$ cat src/rtl/smpc_periph_stream_if.sv
// Output-side bus of the SMPC peripheral stream generator.
//   ACT   : INTBACK peripheral phase active (low aborts / rearms)
//   CONT  : continue request after the output buffer filled
//   DATA  : output byte
//   WE    : one-CLK write strobe for DATA at POS
//   POS   : buffer index of DATA
//   PAUSE : buffer full, more bytes pending
//   DONE  : stream complete
// Handshake: a byte is transferred on every CLK where WE=1; the consumer must
// accept it unconditionally. PAUSE=1 holds the producer until CONT=1 is seen
// on a CE cycle. DONE=1 holds until ACT drops.
interface smpc_periph_stream_if #(
  parameter int PW = 5
);
  logic          ACT;
  logic          CONT;
  logic [7:0]    DATA;
  logic          WE;
  logic [PW-1:0] POS;
  logic          PAUSE;
  logic          DONE;

  modport master (input ACT, CONT, output DATA, WE, POS, PAUSE, DONE);
  modport slave  (output ACT, CONT, input DATA, WE, POS, PAUSE, DONE);
endinterface

$ cat src/rtl/smpc_periph_stream.sv
// SMPC INTBACK peripheral-data byte stream generator.
// Walks NUM_PORTS ports (direct or multitap), emitting one byte per CE cycle
// into the SMPC output buffer, pausing when the buffer fills.
// Ports:
//   CLK, RST_N   : clock, asynchronous active-low reset
//   CE           : SMPC clock enable
//   PORT_TAP     : per port, 1 = multitap, 0 = direct
//   SLOT_TYPE    : 3-bit pad type per slot
//   SLOT_BTN     : 16-bit active-low buttons per slot
//   SLOT_AXIS    : 48-bit axes per slot, LSB first X1 Y1 Z1 X2 Y2 Z2
//   bus          : ACT/CONT in, DATA/WE/POS/PAUSE/DONE out
//   DBG_STATE_O  : current sequencer state
module smpc_periph_stream #(
  parameter int NUM_PORTS = 2,
  parameter int TAP_SLOTS = 6,
  parameter int BUF_BYTES = 32
) (
  input  logic                            CLK,
  input  logic                            RST_N,
  input  logic                            CE,
  input  logic [NUM_PORTS-1:0]            PORT_TAP,
  input  logic [NUM_PORTS*TAP_SLOTS*3-1:0]  SLOT_TYPE,
  input  logic [NUM_PORTS*TAP_SLOTS*16-1:0] SLOT_BTN,
  input  logic [NUM_PORTS*TAP_SLOTS*48-1:0] SLOT_AXIS,
  smpc_periph_stream_if.master            bus,
  output logic [2:0]                      DBG_STATE_O
);
  localparam int PW  = (BUF_BYTES > 1) ? $clog2(BUF_BYTES) : 1;
  localparam int PTW = (NUM_PORTS > 1) ? $clog2(NUM_PORTS) : 1;
  localparam logic [PW-1:0]  POS_LAST  = PW'(BUF_BYTES - 1);
  localparam logic [PTW-1:0] PORT_LAST = PTW'(NUM_PORTS - 1);
  localparam logic [3:0]     SLOT_LAST = 4'(TAP_SLOTS - 1);

  localparam logic [2:0] S_START  = 3'd0;
  localparam logic [2:0] S_PSTAT  = 3'd1;
  localparam logic [2:0] S_ID     = 3'd2;
  localparam logic [2:0] S_BODY   = 3'd3;
  localparam logic [2:0] S_NEXT   = 3'd4;
  localparam logic [2:0] S_PAUSED = 3'd5;
  localparam logic [2:0] S_DONE   = 3'd6;

  function automatic logic is_off(input logic [2:0] t);
    return (t == 3'd1) || (t == 3'd7);
  endfunction

  function automatic logic [7:0] id_byte(input logic [2:0] t);
    case (t)
      3'd2:       return 8'h13;
      3'd3:       return 8'h15;
      3'd4:       return 8'h16;
      3'd5:       return 8'h19;
      3'd1, 3'd7: return 8'hFF;
      default:    return 8'h02;
    endcase
  endfunction

  // Index of the last body byte for each active type.
  function automatic logic [3:0] last_idx(input logic [2:0] t);
    case (t)
      3'd2:    return 4'd2;
      3'd3:    return 4'd4;
      3'd4:    return 4'd5;
      3'd5:    return 4'd8;
      default: return 4'd1;
    endcase
  endfunction

  function automatic logic [7:0] xy(input logic [7:0] v);
    return {~v[7], v[6:0]};
  endfunction

  // Body byte k for a slot. Bytes 0..3 are shared by all types; the 3D pad
  // swaps Z order and dual mission inserts a zero pad byte before axis set 2.
  function automatic logic [7:0] body_byte(input logic [2:0] t, input logic [15:0] b,
                                           input logic [47:0] a, input logic [3:0] k);
    case (k)
      4'd0:    return b[15:8];
      4'd1:    return b[7:0];
      4'd2:    return xy(a[7:0]);
      4'd3:    return xy(a[15:8]);
      4'd4:    return (t == 3'd4) ? a[47:40] : a[23:16];
      4'd5:    return (t == 3'd4) ? a[23:16] : 8'h00;
      4'd6:    return xy(a[31:24]);
      4'd7:    return xy(a[39:32]);
      4'd8:    return a[47:40];
      default: return 8'h00;
    endcase
  endfunction

  logic [2:0]     state_q, ret_q;
  logic [PTW-1:0] port_q;
  logic [3:0]     slot_q, cnt_q;
  logic           tap_q;
  logic [PW-1:0]  pos_q, nxt_pos_q;
  logic [7:0]     data_q;
  logic           we_q, pause_q, done_q;
  logic [2:0]     snap_type_q [TAP_SLOTS];
  logic [15:0]    snap_btn_q  [TAP_SLOTS];
  logic [47:0]    snap_axis_q [TAP_SLOTS];

  // Effective cursor: NEXT and START resolve to the byte they lead into, so
  // every eligible CE cycle emits exactly one byte.
  logic [2:0]     e_state;
  logic [PTW-1:0] e_port;
  logic [3:0]     e_slot;
  always_comb begin
    e_state = state_q;
    e_port  = port_q;
    e_slot  = slot_q;
    if (state_q == S_START) begin
      e_state = S_PSTAT;
      e_port  = '0;
      e_slot  = '0;
    end else if (state_q == S_NEXT) begin
      if (tap_q && (slot_q != SLOT_LAST)) begin
        e_state = S_ID;
        e_slot  = slot_q + 4'd1;
      end else begin
        e_state = S_PSTAT;
        e_port  = port_q + PTW'(1);
        e_slot  = '0;
      end
    end
  end

  logic [2:0]  cur_type;
  logic [15:0] cur_btn;
  logic [47:0] cur_axis;
  always_comb begin
    cur_type = '0;
    cur_btn  = '0;
    cur_axis = '0;
    for (int s = 0; s < TAP_SLOTS; s++) begin
      if (e_slot == 4'(s)) begin
        cur_type = snap_type_q[s];
        cur_btn  = snap_btn_q[s];
        cur_axis = snap_axis_q[s];
      end
    end
  end

  logic       live_tap;
  logic [2:0] live_type0;
  assign live_tap   = PORT_TAP[e_port];
  assign live_type0 = SLOT_TYPE[int'(e_port)*TAP_SLOTS*3 +: 3];

  logic [7:0] byte_d;
  logic [2:0] state_d;
  logic [3:0] cnt_d;
  logic       slot_end, port_end;
  always_comb begin
    byte_d   = 8'h00;
    state_d  = e_state;
    cnt_d    = cnt_q + 4'd1;
    slot_end = 1'b0;
    port_end = 1'b0;
    case (e_state)
      S_PSTAT: begin
        if (live_tap) begin
          byte_d  = {4'h1, 4'(TAP_SLOTS)};
          state_d = S_ID;
        end else if (is_off(live_type0)) begin
          byte_d   = 8'hF0;
          port_end = 1'b1;
        end else begin
          byte_d  = 8'hF1;
          state_d = S_ID;
        end
      end
      S_ID: begin
        byte_d = id_byte(cur_type);
        if (is_off(cur_type)) begin
          slot_end = 1'b1;
        end else begin
          state_d = S_BODY;
          cnt_d   = 4'd0;
        end
      end
      S_BODY: begin
        byte_d = body_byte(cur_type, cur_btn, cur_axis, cnt_q);
        if (cnt_q == last_idx(cur_type)) slot_end = 1'b1;
      end
      default: ;
    endcase
    if (slot_end && !(tap_q && (e_slot != SLOT_LAST))) port_end = 1'b1;
    if (port_end && (e_port == PORT_LAST)) state_d = S_DONE;
    else if (slot_end || port_end)         state_d = S_NEXT;
  end

  always_ff @(posedge CLK or negedge RST_N) begin
    if (!RST_N) begin
      state_q   <= S_START;
      ret_q     <= S_START;
      port_q    <= '0;
      slot_q    <= '0;
      cnt_q     <= '0;
      tap_q     <= 1'b0;
      pos_q     <= '0;
      nxt_pos_q <= '0;
      data_q    <= '0;
      we_q      <= 1'b0;
      pause_q   <= 1'b0;
      done_q    <= 1'b0;
      for (int s = 0; s < TAP_SLOTS; s++) begin
        snap_type_q[s] <= '0;
        snap_btn_q[s]  <= '0;
        snap_axis_q[s] <= '0;
      end
    end else begin
      we_q <= 1'b0;
      if (CE) begin
        if (!bus.ACT) begin
          state_q   <= S_START;
          port_q    <= '0;
          slot_q    <= '0;
          cnt_q     <= '0;
          pos_q     <= '0;
          nxt_pos_q <= '0;
          pause_q   <= 1'b0;
          done_q    <= 1'b0;
        end else begin
          case (state_q)
            S_PAUSED: begin
              if (bus.CONT) begin
                state_q   <= ret_q;
                pause_q   <= 1'b0;
                pos_q     <= '0;
                nxt_pos_q <= '0;
              end
            end
            S_DONE: ;
            default: begin
              data_q    <= byte_d;
              we_q      <= 1'b1;
              pos_q     <= nxt_pos_q;
              nxt_pos_q <= nxt_pos_q + PW'(1);
              port_q    <= e_port;
              slot_q    <= e_slot;
              cnt_q     <= cnt_d;
              if (e_state == S_PSTAT) begin
                tap_q <= live_tap;
                for (int s = 0; s < TAP_SLOTS; s++) begin
                  snap_type_q[s] <= SLOT_TYPE[(int'(e_port)*TAP_SLOTS + s)*3 +: 3];
                  snap_btn_q[s]  <= SLOT_BTN[(int'(e_port)*TAP_SLOTS + s)*16 +: 16];
                  snap_axis_q[s] <= SLOT_AXIS[(int'(e_port)*TAP_SLOTS + s)*48 +: 48];
                end
              end
              if (state_d == S_DONE) begin
                state_q <= S_DONE;
                done_q  <= 1'b1;
              end else if (nxt_pos_q == POS_LAST) begin
                state_q <= S_PAUSED;
                ret_q   <= state_d;
                pause_q <= 1'b1;
              end else begin
                state_q <= state_d;
              end
            end
          endcase
        end
      end
    end
  end

  assign bus.DATA    = data_q;
  assign bus.WE      = we_q;
  assign bus.POS     = pos_q;
  assign bus.PAUSE   = pause_q;
  assign bus.DONE    = done_q;
  assign DBG_STATE_O = state_q;
endmodule

$ cat src/flat_wrapper.sv
// flat-port wrapper written by rule: the top's interface ports become plain ports
module smpc_periph_stream_flat 
#(
  parameter int NUM_PORTS = 2,
  parameter int TAP_SLOTS = 6,
  parameter int BUF_BYTES = 32
)
  (CLK, RST_N, CE, PORT_TAP, SLOT_TYPE, SLOT_BTN, SLOT_AXIS, DBG_STATE_O, bus_ACT, bus_CONT, bus_DATA, bus_WE, bus_POS, bus_PAUSE, bus_DONE);
  smpc_periph_stream_if #(.PW((5))) bus_i ();
  input  logic CLK;
  input  logic RST_N;
  input  logic CE;
  input  logic [NUM_PORTS-1:0] PORT_TAP;
  input  logic [NUM_PORTS*TAP_SLOTS*3-1:0] SLOT_TYPE;
  input  logic [NUM_PORTS*TAP_SLOTS*16-1:0] SLOT_BTN;
  input  logic [NUM_PORTS*TAP_SLOTS*48-1:0] SLOT_AXIS;
  output logic [2:0] DBG_STATE_O;
  input wire logic [$bits(bus_i.ACT)-1:0] bus_ACT;
  input wire logic [$bits(bus_i.CONT)-1:0] bus_CONT;
  output wire logic [$bits(bus_i.DATA)-1:0] bus_DATA;
  output wire logic [$bits(bus_i.WE)-1:0] bus_WE;
  output wire logic [$bits(bus_i.POS)-1:0] bus_POS;
  output wire logic [$bits(bus_i.PAUSE)-1:0] bus_PAUSE;
  output wire logic [$bits(bus_i.DONE)-1:0] bus_DONE;
  assign bus_i.ACT = bus_ACT;
  assign bus_i.CONT = bus_CONT;
  assign bus_DATA = bus_i.DATA;
  assign bus_WE = bus_i.WE;
  assign bus_POS = bus_i.POS;
  assign bus_PAUSE = bus_i.PAUSE;
  assign bus_DONE = bus_i.DONE;
  smpc_periph_stream #(.NUM_PORTS(NUM_PORTS), .TAP_SLOTS(TAP_SLOTS), .BUF_BYTES(BUF_BYTES)) u_core (.CLK(CLK), .RST_N(RST_N), .CE(CE), .PORT_TAP(PORT_TAP), .SLOT_TYPE(SLOT_TYPE), .SLOT_BTN(SLOT_BTN), .SLOT_AXIS(SLOT_AXIS), .bus(bus_i), .DBG_STATE_O(DBG_STATE_O));
endmodule
$ cat config.mk
export PLATFORM = sky130hd
export DESIGN_NAME = smpc_periph_stream_flat
export DESIGN_NICKNAME = d
export VERILOG_FILES = /design/src/rtl/smpc_periph_stream_if.sv /design/src/rtl/smpc_periph_stream.sv /design/src/flat_wrapper.sv
export SDC_FILE = /design/constraint.sdc
export NUM_CORES = 1
export LEC_CHECK = 0
export ABC_AREA = 0
export BUFFER_PORTS_ARGS = -buffer_cell sky130_fd_sc_hd__buf_2
export CAP_MARGIN = 25
export CORE_AREA = 2 2 321 323
export CTS_CLUSTER_DIAMETER = 50
export DETAILED_ROUTE_END_ITERATION = 10
export DIE_AREA = 0 0 323 325
export PLACE_DENSITY = 0.4
export SKIP_LAST_GASP = 1
export SYNTH_ARGS = -nofsm -noshare
export SYNTH_HDL_FRONTEND = slang
export SYNTH_SLANG_ARGS = --single-unit
$ cat constraint.sdc
create_clock -name CLK -period 7.97 [get_ports CLK]
set_clock_uncertainty 0.05 [all_clocks]
set_input_delay 1.594 -clock CLK [delete_from_list [all_inputs] [get_ports CLK]]
set_output_delay 1.594 -clock CLK [all_outputs]
set_load 0.005 [all_outputs]
==> out/qor.csv <==
metric;value;unit
cts.sinks;439;
ctsHtreeMaxLevel;3;
slew_headroom;0.189;
die-width;323;um
critPathKind;reg2reg;
ys_async_sr_fraction;1.00;
hold_buffers;0;
cp.arrival;5.38;ns
synth_mux_area_frac;0.178;
antenna_found_initial;18;
seq_area_frac_synth;0.465;
wl_met1;53.5;mm
ir_drop;0.157;mV
leakagePower;14.5;nW
cts_tree;done;
startpoint_type;flip-flop;
top_layer;met5;
gp_congestion;0.833;
p_per_area;343;nW/um^2
ys.flop_type;dfrtp_1;
r2r_slack;2.99;ns
syn_area;23600;um^2
initial_utilization;0.233;
synth-simple-area-share;0.122;
totalNegativeSetupSlack;0;ns
fin_util;0.314;
required;8.37;ns
mostFrequentLayoutCells;buf_2 (828), nand2_1 (586), dfrtp_1 (439), o21ai_0 (431), mux2i_1 (417);
rows;117;
max_freq;201;MHz
area_growth;34.6;%
portBuffers;829;
reg2reg_to;u_core.bus.DATA[7];
critPathLaunch;u_core.DBG_STATE_O[1];
hold_viol;0;
drt_wl_total;115;mm
wl_met3;6.29;mm
overflow;0;
synth_top_family_by_area;compound AO/OA/AOI/OAI gates;
ys_seq_elements;439;
drtIter0Drc;1620;
grt_pass1_wl;161;mm
final_layout_size_suffix_gt1_frac;0.303;
core;101000;um^2
cts_root_buf;clkbuf_16;
grt_pass1_vias;22282;
cts_buffer_depth;3;
ioPinCount;830;
die_height;325;um
r2r-start;u_core.DBG_STATE_O[1];
clock_latency;0.62;ns
numCtsBuffers;74;
maxCapViolations;0;
viasPerCell;4.68;
crit_path_end;u_core.bus.DATA[7];
tightest_slew;1.22;ns
synth_warnings;0;
final_common_cell;buf_2;
hold_class;reg2reg;
ant_nets;0;
synth_cells;2554;
die_area;105000;um^2
crit_fanout;49;
synth-xor-area-share;0.00260;
timing.final.crit_share;0.625;
synth_compound_area_frac;0.192;
yosys.area_share.adder;0.00424;
final_cell_count_no_fill;4714;
grt_max_degree;162;
timing.hold.ws;0.426;ns
cts_resized;0;
drc;0;
wl_met2;53.7;mm
syn-mean-instance-area;9.24;um^2
grt_use_total;0.214;
place_hpwl;88.6;mm
yosysUniqueCellTypes;76;
pre_cts_slack;2.88;ns
slew_viol_final;0;
status;complete, no violations;
rr_worst_depth;11;
synth_nets;3373;
post_drt_wl_per_cell;24.5;um
via_count;22066;
period_needed;4.98;ns
setup_viol_count_final;0;
firstDrtPassIters;5;
nets;4104;
placedCellCount;4576;
clkTransAtPathRegs;0.06;ns
rsz0062_at_grt;false;
synth_edf_count;0;
holdPathStages;2;
end_kind;flip-flop;
setup_ws;2.99;ns
cts_setup_buffers;0;
==> final cells by class <==
class	count	area (um^2)
diodes	4	10.0
inverters	12	45.0
clock buffers	87	1990
multi-input cells	1899	11900
fillers	10905	69500
well taps	1368	1710
clock inverters	46	682
repair buffers	859	4480
flip-flops and latches	439	11000
==> critical path, stage by stage, from the launching register on <==
cell and delay (ns):
dfrtp_1 0.76, or2_0 0.62, nor3_1 0.18, o31ai_4 0.24, buf_4 0.38, and2_4 0.75, a221oi_1 0.48, nand3_1 0.16
o21ai_0 0.23, or4_1 0.57, a211oi_1 0.22, a311oi_1 0.11
==> layer usage <==
layer  GRT usage  vias up
li1            -    10632
met1       0.303    10572
met2       0.345      764
met3      0.0307       94
met4      0.0404        4
met5           0        -
==> through the flow <==
step	total power, mW	instance area [um^2]
after CTS	11.0	31700
after floorplan	5.86	23600
after global routing	11.6	31800
after global placement	7.45	29100
final	10.9	31800
after detailed placement	7.48	29100
==> report_power, final <==
part / internal, mW / leakage (nW) / switching (mW)
registers: 3.24 / 5.47 / 0.745
logic: 1.30 / 7.75 / 2.13
clock network: 2.23 / 1.29 / 1.25
total: 6.77 / 14.5 / 4.12
==> flip-flops by register name, indices dropped and copies added, names as in the netlist, 3 cells and up <==
name / flops
u_core.bus.POS: 5
u_core.bus.DATA: 8
u_core.snap_btn_q: 96
u_core.cnt_q: 4
u_core.snap_axis_q: 288
u_core.ret_q: 3
u_core.snap_type_q: 18
u_core.slot_q: 4
u_core.nxt_pos_q: 5
u_core.DBG_STATE_O: 3
==> cells in the mapped netlist, types with 6 or more instances <==
| cell | instances | area [um^2] |
|---|---|---|
| nor3_1 | 9 | 45.0 |
| nand2_1 | 588 | 2210 |
| a22o_1 | 10 | 87.6 |
| dfrtp_1 | 439 | 11000 |
| ha_1 | 8 | 100 |
| a221oi_1 | 51 | 447 |
| a22oi_1 | 47 | 353 |
| a222oi_1 | 12 | 120 |
| nor2_1 | 35 | 131 |
| a31oi_1 | 6 | 37.5 |
| mux2i_1 | 417 | 4170 |
| o21ai_0 | 431 | 2160 |
| o22ai_1 | 11 | 68.8 |
| clkbuf_1 | 155 | 582 |
| a21o_1 | 8 | 60.1 |
| a21oi_1 | 108 | 541 |
| nand3_1 | 11 | 55.1 |
| a32oi_1 | 14 | 123 |
| and3_1 | 7 | 43.8 |
| and2_1 | 10 | 62.6 |
| a211oi_1 | 8 | 60.1 |
| nor2b_1 | 6 | 37.5 |
| buf_1 | 31 | 116 |
| inv_1 | 12 | 45.0 |
| buf_2 | 16 | 80.1 |
| nand2b_1 | 7 | 43.8 |
==> kinds of logic (layout without fill, tap and decap cells) <==
kind of cell,after synthesis,in the layout
adder cells (fa/ha/maj),8,8
buffers and inverters,216,1004
flip-flops,439,439
other,0,4
multiplexers,419,419
AO/OA/AOI/OAI,757,757
AND/OR/NAND/NOR,708,708
XOR/XNOR,7,7
==> how the worst min path moves through the flow <==
stage,start,end,slack (ns)
finish,u_core.snap_axis_q[113],u_core.snap_axis_q[113],0.43
global route,u_core.snap_axis_q[113],u_core.snap_axis_q[113],0.44
CTS,u_core.snap_axis_q[153],u_core.snap_axis_q[153],0.43
detailed placement,u_core.snap_axis_q[153],u_core.snap_axis_q[153],0.42
global placement,u_core.snap_axis_q[109],u_core.snap_axis_q[109],0.41
floorplan,u_core.snap_type_q[14],u_core.snap_type_q[14],0.39
(Power assumes the default switching activity.)
